===== config.mk =====
export PLATFORM = sky130hd
export DESIGN_NAME = stage_d
export DESIGN_NICKNAME = d
export VERILOG_FILES = /design/src/rtl/yari_pkg.sv /design/src/rtl/yari_regfile.sv /design/src/rtl/stage_d.sv
export SDC_FILE = /design/constraint.sdc
export NUM_CORES = 1
export LEC_CHECK = 0
export ABC_CLOCK_PERIOD_IN_PS = 7500
export BUFFER_PORTS_ARGS = -buffer_cell sky130_fd_sc_hd__buf_2
export CELL_PAD_IN_SITES_DETAIL_PLACEMENT = 0
export CELL_PAD_IN_SITES_GLOBAL_PLACEMENT = 2
export CORE_MARGIN = 2
export CORE_UTILIZATION = 46
export DETAILED_ROUTE_END_ITERATION = 10
export HOLD_SLACK_MARGIN = 0.06
export PLACE_DENSITY = 0.84
export SYNTH_ARGS = -nofsm -noshare
export SYNTH_HDL_FRONTEND = slang
export SYNTH_SLANG_ARGS = --single-unit

===== constraint.sdc =====
create_clock -name clock -period 7.5 [get_ports clock]
set_input_delay 1.125 -clock clock [delete_from_list [all_inputs] [get_ports clock]]
set_output_delay 1.125 -clock clock [all_outputs]
set_load 0.005 [all_outputs]

===== src/rtl/yari_pkg.sv =====
// ---------------------------------------------------------------------------
// yari_pkg
// Shared definitions for the YARI MIPS pipeline: register-index width,
// opcode / function / REGIMM constants, the operand-2 source selector and
// small opcode-class helpers used by the decode stage.
// ---------------------------------------------------------------------------
package yari_pkg;

  // Register index width (64 architectural/extended entries).
  localparam int REG_W    = 6;
  localparam int RF_DEPTH = 64;

  // Primary opcodes.
  localparam logic [5:0] OP_SPECIAL = 6'h00;
  localparam logic [5:0] OP_REGIMM  = 6'h01;
  localparam logic [5:0] OP_J       = 6'h02;
  localparam logic [5:0] OP_JAL     = 6'h03;
  localparam logic [5:0] OP_BEQ     = 6'h04;
  localparam logic [5:0] OP_BNE     = 6'h05;
  localparam logic [5:0] OP_BLEZ    = 6'h06;
  localparam logic [5:0] OP_BGTZ    = 6'h07;
  localparam logic [5:0] OP_ANDI    = 6'h0C;
  localparam logic [5:0] OP_ORI     = 6'h0D;
  localparam logic [5:0] OP_XORI    = 6'h0E;
  localparam logic [5:0] OP_COP0    = 6'h10;
  localparam logic [5:0] OP_LB      = 6'h20;  // first load opcode
  localparam logic [5:0] OP_LWR     = 6'h26;  // last load opcode
  localparam logic [5:0] OP_SB      = 6'h28;  // first store opcode
  localparam logic [5:0] OP_SWR     = 6'h2E;  // last store opcode

  // SPECIAL function codes.
  localparam logic [5:0] FN_JR      = 6'h08;
  localparam logic [5:0] FN_JALR    = 6'h09;

  // REGIMM rt codes that link.
  localparam logic [4:0] RI_BLTZAL  = 5'h10;
  localparam logic [4:0] RI_BGEZAL  = 5'h11;

  // Link register.
  localparam logic [REG_W-1:0] REG_RA = 6'd31;

  // Source of the second ALU operand.
  typedef enum logic [1:0] {
    OP2_RT   = 2'd0,
    OP2_ZIMM = 2'd1,
    OP2_SIMM = 2'd2
  } op2_sel_e;

  // Loads occupy opcodes 0x20..0x26.
  function automatic logic is_load_op(input logic [5:0] op);
    return (op >= OP_LB) && (op <= OP_LWR);
  endfunction

  // Stores occupy opcodes 0x28..0x2E.
  function automatic logic is_store_op(input logic [5:0] op);
    return (op >= OP_SB) && (op <= OP_SWR);
  endfunction

  // Immediate ALU ops occupy opcodes 0x08..0x0F.
  function automatic logic is_imm_alu_op(input logic [5:0] op);
    return op[5:3] == 3'b001;
  endfunction

  // ANDI/ORI/XORI zero-extend their immediate.
  function automatic logic is_logic_imm_op(input logic [5:0] op);
    return (op == OP_ANDI) || (op == OP_ORI) || (op == OP_XORI);
  endfunction

endpackage


===== src/rtl/yari_regfile.sv =====
// ---------------------------------------------------------------------------
// yari_regfile
// 64 x 32 register file: one synchronous write port, two asynchronous read
// ports. Entry 0 is never written. Contents are not reset.
// Ports:
//   clock              rising-edge clock
//   we, waddr, wdata   write port (write happens at the clock edge)
//   raddr_a / rdata_a  asynchronous read port A
//   raddr_b / rdata_b  asynchronous read port B
// ---------------------------------------------------------------------------
module yari_regfile
  import yari_pkg::*;
(
  input  logic             clock,
  input  logic             we,
  input  logic [REG_W-1:0] waddr,
  input  logic [31:0]      wdata,
  input  logic [REG_W-1:0] raddr_a,
  output logic [31:0]      rdata_a,
  input  logic [REG_W-1:0] raddr_b,
  output logic [31:0]      rdata_b
);

  logic [31:0] mem_r [0:RF_DEPTH-1];

  // Write port; entry 0 is hard-wired to discard writes.
  always_ff @(posedge clock) begin
    if (we && (waddr != {REG_W{1'b0}})) begin
      mem_r[waddr] <= wdata;
    end
  end

  assign rdata_a = mem_r[raddr_a];
  assign rdata_b = mem_r[raddr_b];

endmodule


===== src/rtl/stage_d.sv =====
// ---------------------------------------------------------------------------
// stage_d
// Decode stage of the 5-stage YARI MIPS pipeline (I->D->X->M->W).
// Latches the fetched instruction, decodes its fields, reads operands from
// the register file with X/M bypassing, and detects load-use hazards,
// requesting a restart that stage X performs.
//
// Ports:
//   clock, rst                   clock (rising edge), async active-low reset
//   i_valid/i_instr/i_pc/i_npc   fetched instruction
//   x_valid/x_wbr/x_res          X-stage result for bypassing
//   m_valid/m_wbr/m_res/m_pc     M-stage writeback (m_pc for trace only)
//   flush_D                      kill the D instruction before it enters X
//   d_*                          decoded fields, operand values, hazard
//                                restart request
//
// Configuration:
//   STAGE_D_TRACE_EN  when defined, prints a per-cycle trace of the decoded
//                     instruction and of register-file writes.
// ---------------------------------------------------------------------------
module stage_d
  import yari_pkg::*;
(
  input  logic             clock,
  input  logic             rst,

  input  logic             i_valid,
  input  logic [31:0]      i_instr,
  input  logic [31:0]      i_pc,
  input  logic [31:0]      i_npc,

  input  logic             x_valid,
  input  logic [REG_W-1:0] x_wbr,
  input  logic [31:0]      x_res,

  input  logic             m_valid,
  input  logic [REG_W-1:0] m_wbr,
  input  logic [31:0]      m_res,
  input  logic [31:0]      m_pc,

  input  logic             flush_D,

  output logic             d_valid,
  output logic [31:0]      d_instr,
  output logic [31:0]      d_pc,
  output logic [31:0]      d_npc,
  output logic [5:0]       d_opcode,
  output logic [5:0]       d_fn,
  output logic [4:0]       d_rd,
  output logic [4:0]       d_sa,
  output logic [REG_W-1:0] d_rs,
  output logic [REG_W-1:0] d_rt,
  output logic [31:0]      d_target,
  output logic [31:0]      d_simm,
  output logic [REG_W-1:0] d_wbr,
  output logic             d_has_delay_slot,
  output logic [31:0]      d_op1_val,
  output logic [31:0]      d_op2_val,
  output logic [31:0]      d_rt_val,
  output logic             d_restart,
  output logic [31:0]      d_restart_pc,
  output logic             d_flush_X
);

  // Hazard-tracking state describing the instruction that entered X.
  logic             prev_load_r;
  logic [REG_W-1:0] prev_wbr_r;
  logic             prev_dslot_r;
  logic [31:0]      prev_pc_r;

  logic [31:0]      rf_rs_s;
  logic [31:0]      rf_rt_s;
  logic [31:0]      rs_val_s;
  logic [31:0]      zimm_s;
  op2_sel_e         op2_sel_s;
  logic             is_load_s;
  logic             carry_s;

  // Operand value with bypass: r0 is zero, X beats M, M beats the file.
  function automatic logic [31:0] fwd_val(
    input logic [REG_W-1:0] r,
    input logic             xv,
    input logic [REG_W-1:0] xw,
    input logic [31:0]      xr,
    input logic             mv,
    input logic [REG_W-1:0] mw,
    input logic [31:0]      mr,
    input logic [31:0]      rf
  );
    logic [31:0] v;
    if (r == {REG_W{1'b0}}) begin
      v = 32'h0000_0000;
    end else if (xv && (xw == r)) begin
      v = xr;
    end else if (mv && (mw == r)) begin
      v = mr;
    end else begin
      v = rf;
    end
    return v;
  endfunction

  // Pipeline latch of the fetched instruction.
  always_ff @(posedge clock or negedge rst) begin
    if (!rst) begin
      d_valid <= 1'b0;
      d_instr <= 32'h0000_0000;
      d_pc    <= 32'h0000_0000;
      d_npc   <= 32'h0000_0000;
    end else begin
      d_valid <= i_valid;
      d_instr <= i_instr;
      d_pc    <= i_pc;
      d_npc   <= i_npc;
    end
  end

  // Field extraction.
  assign d_opcode = d_instr[31:26];
  assign d_fn     = d_instr[5:0];
  assign d_rd     = d_instr[15:11];
  assign d_sa     = d_instr[10:6];
  assign d_rs     = {1'b0, d_instr[25:21]};
  assign d_rt     = {1'b0, d_instr[20:16]};
  assign d_target = {d_npc[31:28], d_instr[25:0], 2'b00};
  assign d_simm   = {{16{d_instr[15]}}, d_instr[15:0]};
  assign zimm_s   = {16'h0000, d_instr[15:0]};
  assign is_load_s = is_load_op(d_opcode);

  // Destination register, delay-slot flag and operand-2 source.
  always_comb begin
    d_wbr            = {REG_W{1'b0}};
    d_has_delay_slot = 1'b0;
    op2_sel_s        = OP2_RT;
    case (d_opcode)
      OP_SPECIAL: begin
        if (d_fn == FN_JR) begin
          d_wbr = {REG_W{1'b0}};
        end else begin
          d_wbr = {1'b0, d_rd};
        end
        if ((d_fn == FN_JR) || (d_fn == FN_JALR)) begin
          d_has_delay_slot = 1'b1;
        end else begin
          d_has_delay_slot = 1'b0;
        end
      end
      OP_REGIMM: begin
        d_has_delay_slot = 1'b1;
        if ((d_rt[4:0] == RI_BLTZAL) || (d_rt[4:0] == RI_BGEZAL)) begin
          d_wbr = REG_RA;
        end else begin
          d_wbr = {REG_W{1'b0}};
        end
      end
      OP_J: begin
        d_has_delay_slot = 1'b1;
      end
      OP_JAL: begin
        d_has_delay_slot = 1'b1;
        d_wbr            = REG_RA;
      end
      OP_BEQ, OP_BNE, OP_BLEZ, OP_BGTZ: begin
        d_has_delay_slot = 1'b1;
      end
      OP_COP0: begin
        // Only MFC0 (rs field 0) writes a GPR.
        if (d_rs == {REG_W{1'b0}}) begin
          d_wbr = d_rt;
        end else begin
          d_wbr = {REG_W{1'b0}};
        end
      end
      default: begin
        if (is_imm_alu_op(d_opcode)) begin
          d_wbr = d_rt;
          if (is_logic_imm_op(d_opcode)) begin
            op2_sel_s = OP2_ZIMM;
          end else begin
            op2_sel_s = OP2_SIMM;
          end
        end else if (is_load_s) begin
          d_wbr     = d_rt;
          op2_sel_s = OP2_SIMM;
        end else if (is_store_op(d_opcode)) begin
          op2_sel_s = OP2_SIMM;
        end else begin
          op2_sel_s = OP2_RT;
        end
      end
    endcase
  end

  yari_regfile u_regfile (
    .clock   (clock),
    .we      (m_valid),
    .waddr   (m_wbr),
    .wdata   (m_res),
    .raddr_a (d_rs),
    .rdata_a (rf_rs_s),
    .raddr_b (d_rt),
    .rdata_b (rf_rt_s)
  );

  // Bypassed operand values.
  always_comb begin
    rs_val_s  = fwd_val(d_rs, x_valid, x_wbr, x_res, m_valid, m_wbr, m_res, rf_rs_s);
    d_rt_val  = fwd_val(d_rt, x_valid, x_wbr, x_res, m_valid, m_wbr, m_res, rf_rt_s);
    d_op1_val = rs_val_s;
    case (op2_sel_s)
      OP2_ZIMM: d_op2_val = zimm_s;
      OP2_SIMM: d_op2_val = d_simm;
      OP2_RT:   d_op2_val = d_rt_val;
      default:  d_op2_val = d_rt_val;
    endcase
  end

  // Load-use hazard: restart the consumer; a delay slot restarts from its
  // branch, and the branch sitting in X is killed.
  assign d_restart    = d_valid && prev_load_r && (prev_wbr_r != {REG_W{1'b0}}) &&
                        ((d_rs == prev_wbr_r) || (d_rt == prev_wbr_r));
  assign d_restart_pc = prev_dslot_r ? prev_pc_r : d_pc;
  assign d_flush_X    = d_restart && prev_dslot_r;

  // A branch following a load keeps the load pending, so that a delay slot
  // consuming the load restarts together with its branch.
  assign carry_s = d_has_delay_slot && prev_load_r && !is_load_s;

  // Hazard-tracking state for the instruction entering X.
  always_ff @(posedge clock or negedge rst) begin
    if (!rst) begin
      prev_load_r  <= 1'b0;
      prev_wbr_r   <= {REG_W{1'b0}};
      prev_dslot_r <= 1'b0;
      prev_pc_r    <= 32'h0000_0000;
    end else if (d_valid && !flush_D && !d_restart) begin
      prev_load_r  <= is_load_s || carry_s;
      prev_wbr_r   <= carry_s ? prev_wbr_r : d_wbr;
      prev_dslot_r <= d_has_delay_slot;
      prev_pc_r    <= d_pc;
    end else begin
      prev_load_r  <= 1'b0;
      prev_wbr_r   <= prev_wbr_r;
      prev_dslot_r <= prev_dslot_r;
      prev_pc_r    <= prev_pc_r;
    end
  end

`ifdef STAGE_D_TRACE_EN
  // Simulation trace of decode and register-file writes.
  always_ff @(posedge clock) begin
    if (d_valid) begin
      $display("%0t D pc=%h instr=%h wbr=%0d restart=%0b",
               $time, d_pc, d_instr, d_wbr, d_restart);
    end
    if (m_valid && (m_wbr != {REG_W{1'b0}})) begin
      $display("%0t RF r%0d <= %h (pc=%h)", $time, m_wbr, m_res, m_pc);
    end
  end
`else
  // m_pc is only consumed by the trace.
  logic unused_m_pc_s;
  assign unused_m_pc_s = ^m_pc;
`endif

endmodule


Yosys cells after proc, flatten, opt, wreduce, memory -nomap -nowiden
Memories as Yosys holds them, arrays and structs flattened. Cells that the tools add are included.

Flip-flop bits (word level): 137. RAM bits: 2048. Bits of input ports: 210. Output and inout bits: 332. Logic and storage cells: 95. Memories kept: 1.

Magnitude comparators: 4. Eq/ne operators: 24. Multiplexer cells: 24. Bitwise operators: 1. Reductions and logical operators: 33.

Memories: u_regfile.mem_r (depth 64, width 32, rd ports 2, clocked after Yosys merged registers in 0, write ports 1, line yari_regfile.sv:24) `logic [31:0] mem_r [0:RF_DEPTH-1];`.

Operator list (count): 32-bit 2-to-1 mux (7); 32-bit case mux with 2 select lines (1); 6-bit by 4-bit == test with 1-bit output, second input constant (5); 5-bit 2-to-1 mux (5); 5-bit case mux with 5 select lines (1); 6-bit by 3-bit == test with 1-bit output, second input constant (4); 6-bit by 5-bit == test with 1-bit output (4); 6-bit zero test (3); 1-bit logical AND (15); 5-bit by 6-bit == test with 1-bit output (2); 6-bit by 2-bit == test with 1-bit output, second input constant (2); 6-bit >= comparator, second input constant (2); 6-bit less-or-equal comparator, second input constant (2); 6-bit nonzero test (2); 5-bit == test, second input constant (2); 2-bit 2-to-1 mux (5); 9-bit OR reduction (1); 7-bit OR reduction (1); 6-bit by 1-bit == test with 1-bit output, second input constant (1); 6-bit by 5-bit == test with 1-bit output, second input constant (1); 1-bit logical OR (6); 5-bit OR reduction (1); 1-bit 2-to-1 mux (4); 3-bit by 1-bit == test with 1-bit output, second input constant (1); 6 further kinds (8).

Depth between registers and ports, before layout
Gate-level depths: netlist of the first run.

Depth after elaboration: 8. Depth in mapped cells: 12. Gate-level depth less buffers: 9.

By module
Synthesis of the first run repeated with hierarchy kept, for this count alone.

Cell total of the unflattened synthesis: 5155. Area total of the unflattened synthesis: 102590.9 um^2.

By module, submodules not included: yari_regfile (instances 1, cells each 4412, area each 94724.6 um^2, seq. area each 61499.0 um^2); stage_d (instances 1, cells each 743, area each 7866.3 um^2, seq. area each 3403.3 um^2).

Worst setup path before layout of the first run
Ideal clock, no wire load.

Path type: in2reg. From: input port m_wbr[3]. To: memory u_regfile.mem_r[4][0], enable pin. Library setup time: 0.461 ns. Arrival: 3.843 ns. Required time: 7.039 ns. Path slack: 3.196 ns. Stages: 4. Path buffers: 1. Path through: clkbuf_1 > nor2_1 > nand4b_1 > nor3_1.

Word-level cells in the longest chain between the ends: 4.

RTL lines: start: declaration (line stage_d.sv:37) `input logic [REG_W-1:0] m_wbr,`; 6-bit nonzero test (line yari_regfile.sv:28) `if (we && (waddr != {REG_W{1'b0}})) begin`; 1-bit logical AND (line yari_regfile.sv:28); 1-bit 2-to-1 mux (line yari_regfile.sv:28); 1-bit 2-to-1 mux (not written as such) (line yari_regfile.sv:29) `mem_r[waddr] <= wdata;`; end: declaration (line yari_regfile.sv:24).

Several ways; a longest one is shown, not always the timed one.

Worst setup path in the final report of the first run
From: register d_instr[18]. To: output port d_rt_val[6].

Word-level cells in the longest chain between the ends: 5. Elaborated cells on any way between the ends: 9. Those cells by class: eq/ne (2); mux (3); reduce/logical (3); memory (1).

RTL lines: start: declaration (line stage_d.sv:44) `output logic [31:0] d_instr,`; start signal: assignment (line stage_d.sv:112) `d_instr <= i_instr;`; branches (longest 4 deep; another with memory read 64 x 32 bit); 32-bit 2-to-1 mux (*) (line stage_d.sv:91) `if (r == {REG_W{1'b0}}) begin`; end: declaration (line stage_d.sv:59) `output logic [31:0] d_rt_val,`.

Every way passes the cells marked *.

==> flow_summary.yaml, run 1 <==
pwr:
  ir_worst_vdd_uv: 185.1
  p_leak_nw: 23.51
  power_density_nw_per_um2: 232.6
  fin_total_pwr_mw: 14.81
logic_synthesis:
  ys_types: 75
  seq_area_frac_synth_pct: 60.64
  yosys_warnings: 0
  netlist_instances: 3803
  netlist_area_um2: 56320
  synth.ff_latch_count: 1160
  synthArstFlopShare_pct: 11.72
  synth_edf_count: 1024
  avgSynthCellArea_um2: 14.81
  synthFlopType: "edfxtp_1"
routing:
  drc_errors: 0
  drtIter0Drc: 5396
  first_pass_iters: 7
  wl_per_cell_um: 35.72
  via_per_inst: 6.654
  vias: 39227
  drt-total-wl_mm: 210.6
  ant_nets: 0
run_status:
  status: "complete, no violations"
clocking:
  numCtsBuffers: 121
  ctsHoldBuffers: 0
  ctsResizeCount: 0
  htreeDepth: 3
  cts_setup_buffers: 0
  cts_root_buf: "clkbuf_16"
  clkTransAtPathRegs_ns: 0.07
  clockBufferDepth: 3
  worst_skew_pair.late_latency_ns: 0.75
  cts_tree: "done"
  clock-sinks: 1160
floorplan:
  io_pins: 542
  core_area_um2: 121600
  die_area_um2: 125200
  initial_core_util_pct: 46.33
  rows: 128
  die_y_um: 353.9
  die_w_um: 353.9
setup_path:
  crit_family: "compound AO/OA/AOI/OAI gates"
  critPathCaptureType: "output pin"
  cp_cell_sequence: "or2_2, buf_4, o22ai_1, o21ai_0, nand3_1, o21ai_1, buf_2"
  required_ns: 6.38
  cp-start-kind: "register"
  crit_type: "reg -> out"
  critPathBufInv: 2
  cp_slowest_cell: "o21ai_0"
  arrival_ns: 4.79
  cp_max_fo: 27
  max_stage_delay_ns: 0.94
timing:
  slew_headroom_pct: 14.48
  worst_slew_pin_slew_ns: 1.280
  grt_setup_unrepaired: "no"
  fin_crit_sh_pct: 78.91
  fmax_mhz: 169.0
  clock_skew_ns: 0.02235
  report.final.hold_viol_count: 0
  setup_viol: 0
  worst_slack_ns: 1.582
  tns_ns: 0
  final.min_clock_period_ns: 5.918
  maxSlewViolCount: 0
  whs_ns: 0.3598
finish:
  final_area_um2: 63670
  final_cell_count_no_fill: 5895
  drive_above_1_share_pct: 25.48
  area_delta_synth_final_pct: 13.06
  final_nets: 4381
  layout_commonest_cell: "edfxtp_1"
  utilization_pct: 52.38
  layout_common_cells: "edfxtp_1 (1024), mux2i_1 (719), buf_2 (503)"
placement:
  place.gp.congestion: 0.9057
  place_area_um2: 59710
  port_buffers: 504
  numPlacedInstances: 5671
  dp_hpwl_mm: 125.1
  dp_slack_ns: 2.445
global_routing:
  grt_pass1_wl_mm: 287.5
  grtUsageMet3_pct: 7.000
  antenna_found_initial: 18
  met2_usage_pct: 51.40
  grt_max_degree: 119
  busiest_layer: "met2"
  gr-usage-met1_pct: 43.51
  grt_pass1_vias: 37368
  gr-total-overflow: 0
  track_usage_pct: 32.62
flow_run:
  cap_violations: 0
hold_path:
  hp-class: "in -> async"
[power breakdown]
| group | leakage (nW) | switching (mW) | internal [mW] |
|---|---|---|---|
| logic | 10.7 | 0.982 | 0.568 |
| registers | 10.8 | 0.102 | 7.14 |
| clock network | 1.95 | 2.51 | 3.51 |
| total | 23.5 | 3.59 | 11.2 |
[sequential cells by signal (all words and copies together) (netlist names)]
signal	flops
d_instr	32
d_npc	32
prev_pc_r	32
d_pc	32
prev_load_r	1
prev_dslot_r	1
d_valid	1
u_regfile.mem_r	1024
prev_wbr_r	5
[metal layers]
metal / part of all wire (%) / vias up / wire length, um
met5: 0.048 / - / 101
met1: 38 / 20270 / 80550
met3: 11 / 511 / 22130
met4: 4.8 / 16 / 10160
li1: - / 15951 / -
met2: 46 / 2479 / 97630
[synth_stat cells (all sizes together) (9+ instances only)]
cell    count  share of area [%]
o211ai     19               0.25
mux2i     719                 13
or3        38               0.42
xnor2      19               0.30
edfxtp   1024                 55
a221oi     21               0.33
a22oi     178                2.4
o221ai     16               0.25
o31a       32               0.53
o21ai     119                1.1
nand4      58               0.64
mux4      132                5.3
mux2       90                1.8
nor2b      33               0.37
nor4        9               0.13
a21oi     130                1.2
nand2      33               0.22
dfrtp     136                6.0
buf       293                3.9
xor2       11               0.17
a211oi     42               0.56
a22o       86                1.3
clkbuf    112               0.76
a21o       14               0.19
o22ai     141                1.6
nor3       40               0.36
nand3      77               0.68
a31oi      17               0.19
nor2       89               0.60
[worst register-to-register path, stage by stage (launching register included)]
cell,delay (ns)
dfrtp_4,0.89
buf_4,0.70
nand2b_2,0.97
o211ai_1,0.44
a221o_1,0.49
mux2_2,0.28
[final cells by class]
cell class,instances,area [um^2]
clock buffers,148,3258
well taps,1625,2033
clock inverters,72,695.7
multi-input cells,2270,20050
repair buffers,612,3447
inverters,4,15.01
diodes,4,10.01
fillers,10064,57880
flip-flops and latches,1160,34170
[path summary, 6_finish.rpt]
path / from / depth (start not counted) / to / slack, ns
max in group asynchronous: rst / 2 / d_instr[23]$_DFF_PN0_ / 5.73
min in group clock: i_instr[5] / 1 / d_instr[5]$_DFF_PN0_ / 0.48
max reg2reg: d_instr[21]$_DFF_PN0_ / 5 / prev_wbr_r[1]$_DFFE_PN0P_ / 3.61
max: d_instr[18]$_DFF_PN0_ / 7 / d_rt_val[6] / 1.58
min: rst / 1 / d_instr[12]$_DFF_PN0_ / 0.36
min reg2reg: prev_pc_r[21]$_DFFE_PN0P_ / 1 / prev_pc_r[21]$_DFFE_PN0P_ / 0.49
[kinds of logic after synthesis]
family | Yosys count | share of synthesized area, %
DFF | 1160 | 60.64
muxes | 941 | 19.86
AOI/OAI and AO/OA | 835 | 10.16
and+or+nand+nor | 425 | 4.112
buffers and inverters | 409 | 4.703
xor gates and xnor gates | 30 | 0.4666
adders and majority gates | 2 | 0.04443
other | 1 | 0.006659
No activity file was read; power rests on OpenSTA's default activity.
==> inputs of run 2 (changes only) <==
--- a/config.mk
+++ b/config.mk
@@ -5,15 +5,15 @@
 export SDC_FILE = /design/constraint.sdc
 export NUM_CORES = 1
 export LEC_CHECK = 0
-export ABC_CLOCK_PERIOD_IN_PS = 7500
+export ABC_CLOCK_PERIOD_IN_PS = 5200
 export BUFFER_PORTS_ARGS = -buffer_cell sky130_fd_sc_hd__buf_2
 export CELL_PAD_IN_SITES_DETAIL_PLACEMENT = 0
 export CELL_PAD_IN_SITES_GLOBAL_PLACEMENT = 2
 export CORE_MARGIN = 2
-export CORE_UTILIZATION = 46
+export CORE_UTILIZATION = 39
 export DETAILED_ROUTE_END_ITERATION = 10
 export HOLD_SLACK_MARGIN = 0.06
-export PLACE_DENSITY = 0.84
+export PLACE_DENSITY = 0.76
 export SYNTH_ARGS = -nofsm -noshare
 export SYNTH_HDL_FRONTEND = slang
 export SYNTH_SLANG_ARGS = --single-unit
==> constraint.sdc (replaced) <==
create_clock -name clock -period 5.2 [get_ports clock]
set_input_delay 0.78 -clock clock [delete_from_list [all_inputs] [get_ports clock]]
set_output_delay 0.78 -clock clock [all_outputs]
set_load 0.005 [all_outputs]
==> flow_summary.yaml, run 2 (synthesized netlist as in run 1, its figures left out) <==
finish:
  seq_area_um2: 34170
  largest_register_ff_count: 1024
  drive_above_1_share_pct: 26.23
  final_nets: 4480
  multi_input_area_um2: 20040
  layout_common_cells: "edfxtp_1 (1024), mux2i_1 (719), buf_2 (503)"
  fillers: 12624
  layout_commonest_cell: "edfxtp_1"
  regMostFlops: "u_regfile.mem_r"
  area_delta_synth_final_pct: 15.90
  utilization_pct: 45.49
setup_path:
  cp_max_fo: 37
  rrSetupSlack_ns: 1.34
  critPathCaptureType: "output pin"
  timing.rr.start: "d_instr[16]$_DFF_PN0_"
  arrival_ns: 4.26
  cp-start-kind: "register"
  startpoint: "d_instr[17]$_DFF_PN0_"
  crit_type: "reg -> out"
  required_ns: 4.42
floorplan:
  initial_core_util_pct: 39.25
  die_y_um: 384
  die_w_um: 384
  core_area_um2: 143500
  die_area_um2: 147500
  rows: 139
  io_pins: 542
placement:
  dp_hpwl_mm: 141.5
  place.gp.congestion: 0.8593
  port_buffers: 504
pwr:
  p_seq_share_pct: 47.5
  power_density_nw_per_um2: 336.8
  pwr-share-clk_pct: 42.0
  comb_power_share_pct: 10.5
  switching_share_pct: 24.58
  intPower_mw: 16.58
  p_leak_nw: 24.08
  ir_worst_vdd_uv: 295.3
  switching_power_mw: 5.404
  fin_total_pwr_mw: 21.99
timing:
  fin_crit_sh_pct: 96.99
  final.min_clock_period_ns: 5.044
  report.final.hold_viol_count: 0
  clock_skew_ns: 0.02085
  tns_ns: 0
  maxSlewViolCount: 0
  grt_setup_unrepaired: "no"
  slew_headroom_pct: 20.72
  worst_slew_pin_slew_ns: 1.186
  fmax_mhz: 198.3
  setup_viol: 0
global_routing:
  grt_max_degree: 129
  gr-total-overflow: 0
  antenna_found_initial: 26
  grt_pass1_wl_mm: 298.6
  track_usage_pct: 28.97
  grt_pass1_vias: 38227
routing:
  wl_per_cell_um: 34.83
  via_per_inst: 6.249
  drc_errors: 0
  ant_nets: 0
  first_pass_iters: 6
  drt-total-wl_mm: 218.8
  vias: 39261
  drtIter0Drc: 5024
clocking:
  htreeDepth: 4
  clkTransAtPathRegs_ns: 0.06
  worst_skew_pair.late_latency_ns: 0.78
  numCtsBuffers: 131
  cts_tree: "done"
  cts_root_buf: "clkbuf_16"
  clockBufferDepth: 3
  clock-sinks: 1160
flow_run:
  cap_violations: 0
run_status:
  status: "complete, no violations"
hold_path:
  hold_start: "i_npc[28]"
  hp-class: "in -> reg"
==> run 2: final timing paths <==
check | end | cells past startpoint
max | d_op2_val[2] | 7
max in group asynchronous | d_instr[24]$_DFF_PN0_ | 3
min | d_npc[28]$_DFF_PN0_ | 1
min in group asynchronous | d_instr[4]$_DFF_PN0_ | 2
max reg2reg | prev_pc_r[28]$_DFFE_PN0P_ | 7
min reg2reg | prev_pc_r[8]$_DFFE_PN0P_ | 1
==> run 2: power by group through the flow <==
stage	Combinational (mW)	Clock, mW	Sequential, mW
finish	2.30	9.23	10.5
global route	2.41	9.72	10.5
CTS	2.28	9.33	10.4
detailed placement	2.25	0	10.6
global placement	2.25	0	10.6
floorplan	1.26	0	10.6
==> run 2: critical path: stages (launching register included) <==
cell and delay, ns:
dfrtp_4 0.94, and2_4 0.75, buf_4 0.54, a22oi_1 0.18
a21oi_1 0.20, or3_1 0.27, o221ai_1 0.27, buf_2 0.23
==> run 2: layout make-up <==
| type | instances | area share (%) |
|---|---|---|
| Sequential cell | 1160 | 52.35 |
| Antenna cell | 7 | 0.02684 |
| Tap cell | 1903 | 3.648 |
| Clock inverter | 71 | 1.079 |
| Clock buffer | 167 | 5.423 |
| Timing Repair Buffer | 701 | 6.750 |
| Multi-Input combinational cell | 2270 | 30.70 |
| Inverter | 4 | 0.02300 |
==> run 2: layer usage <==
layer,track usage (%),share of wire [%]
met5,0,0.083
met2,45.41,46
met4,11.60,3.9
met1,39.18,40
met3,6.220,9.4
==> run 2: what timing repair did <==
item                                   4_1_cts  5_1_grt
endpoints found under the hold margin       84        0
setup endpoints to repair                    0        1
buffers inserted                             0        0
hold buffers                                34        0
gates resized for setup                      0        1
==> run 2: stage by stage <==
stage               cell area [um^2]  std cells  hold WS [ns]  setup slack (ns)
finish                         65270       6283        0.1043            0.1564
detailed placement             60670       6004        0.4788            0.9974
global route                   65260       6277       0.07482           0.05298
floorplan                      56450       3839        0.4585             1.241
CTS                            65250       6276       0.06002            0.1610
global placement               60670       6004        0.4684            0.9832
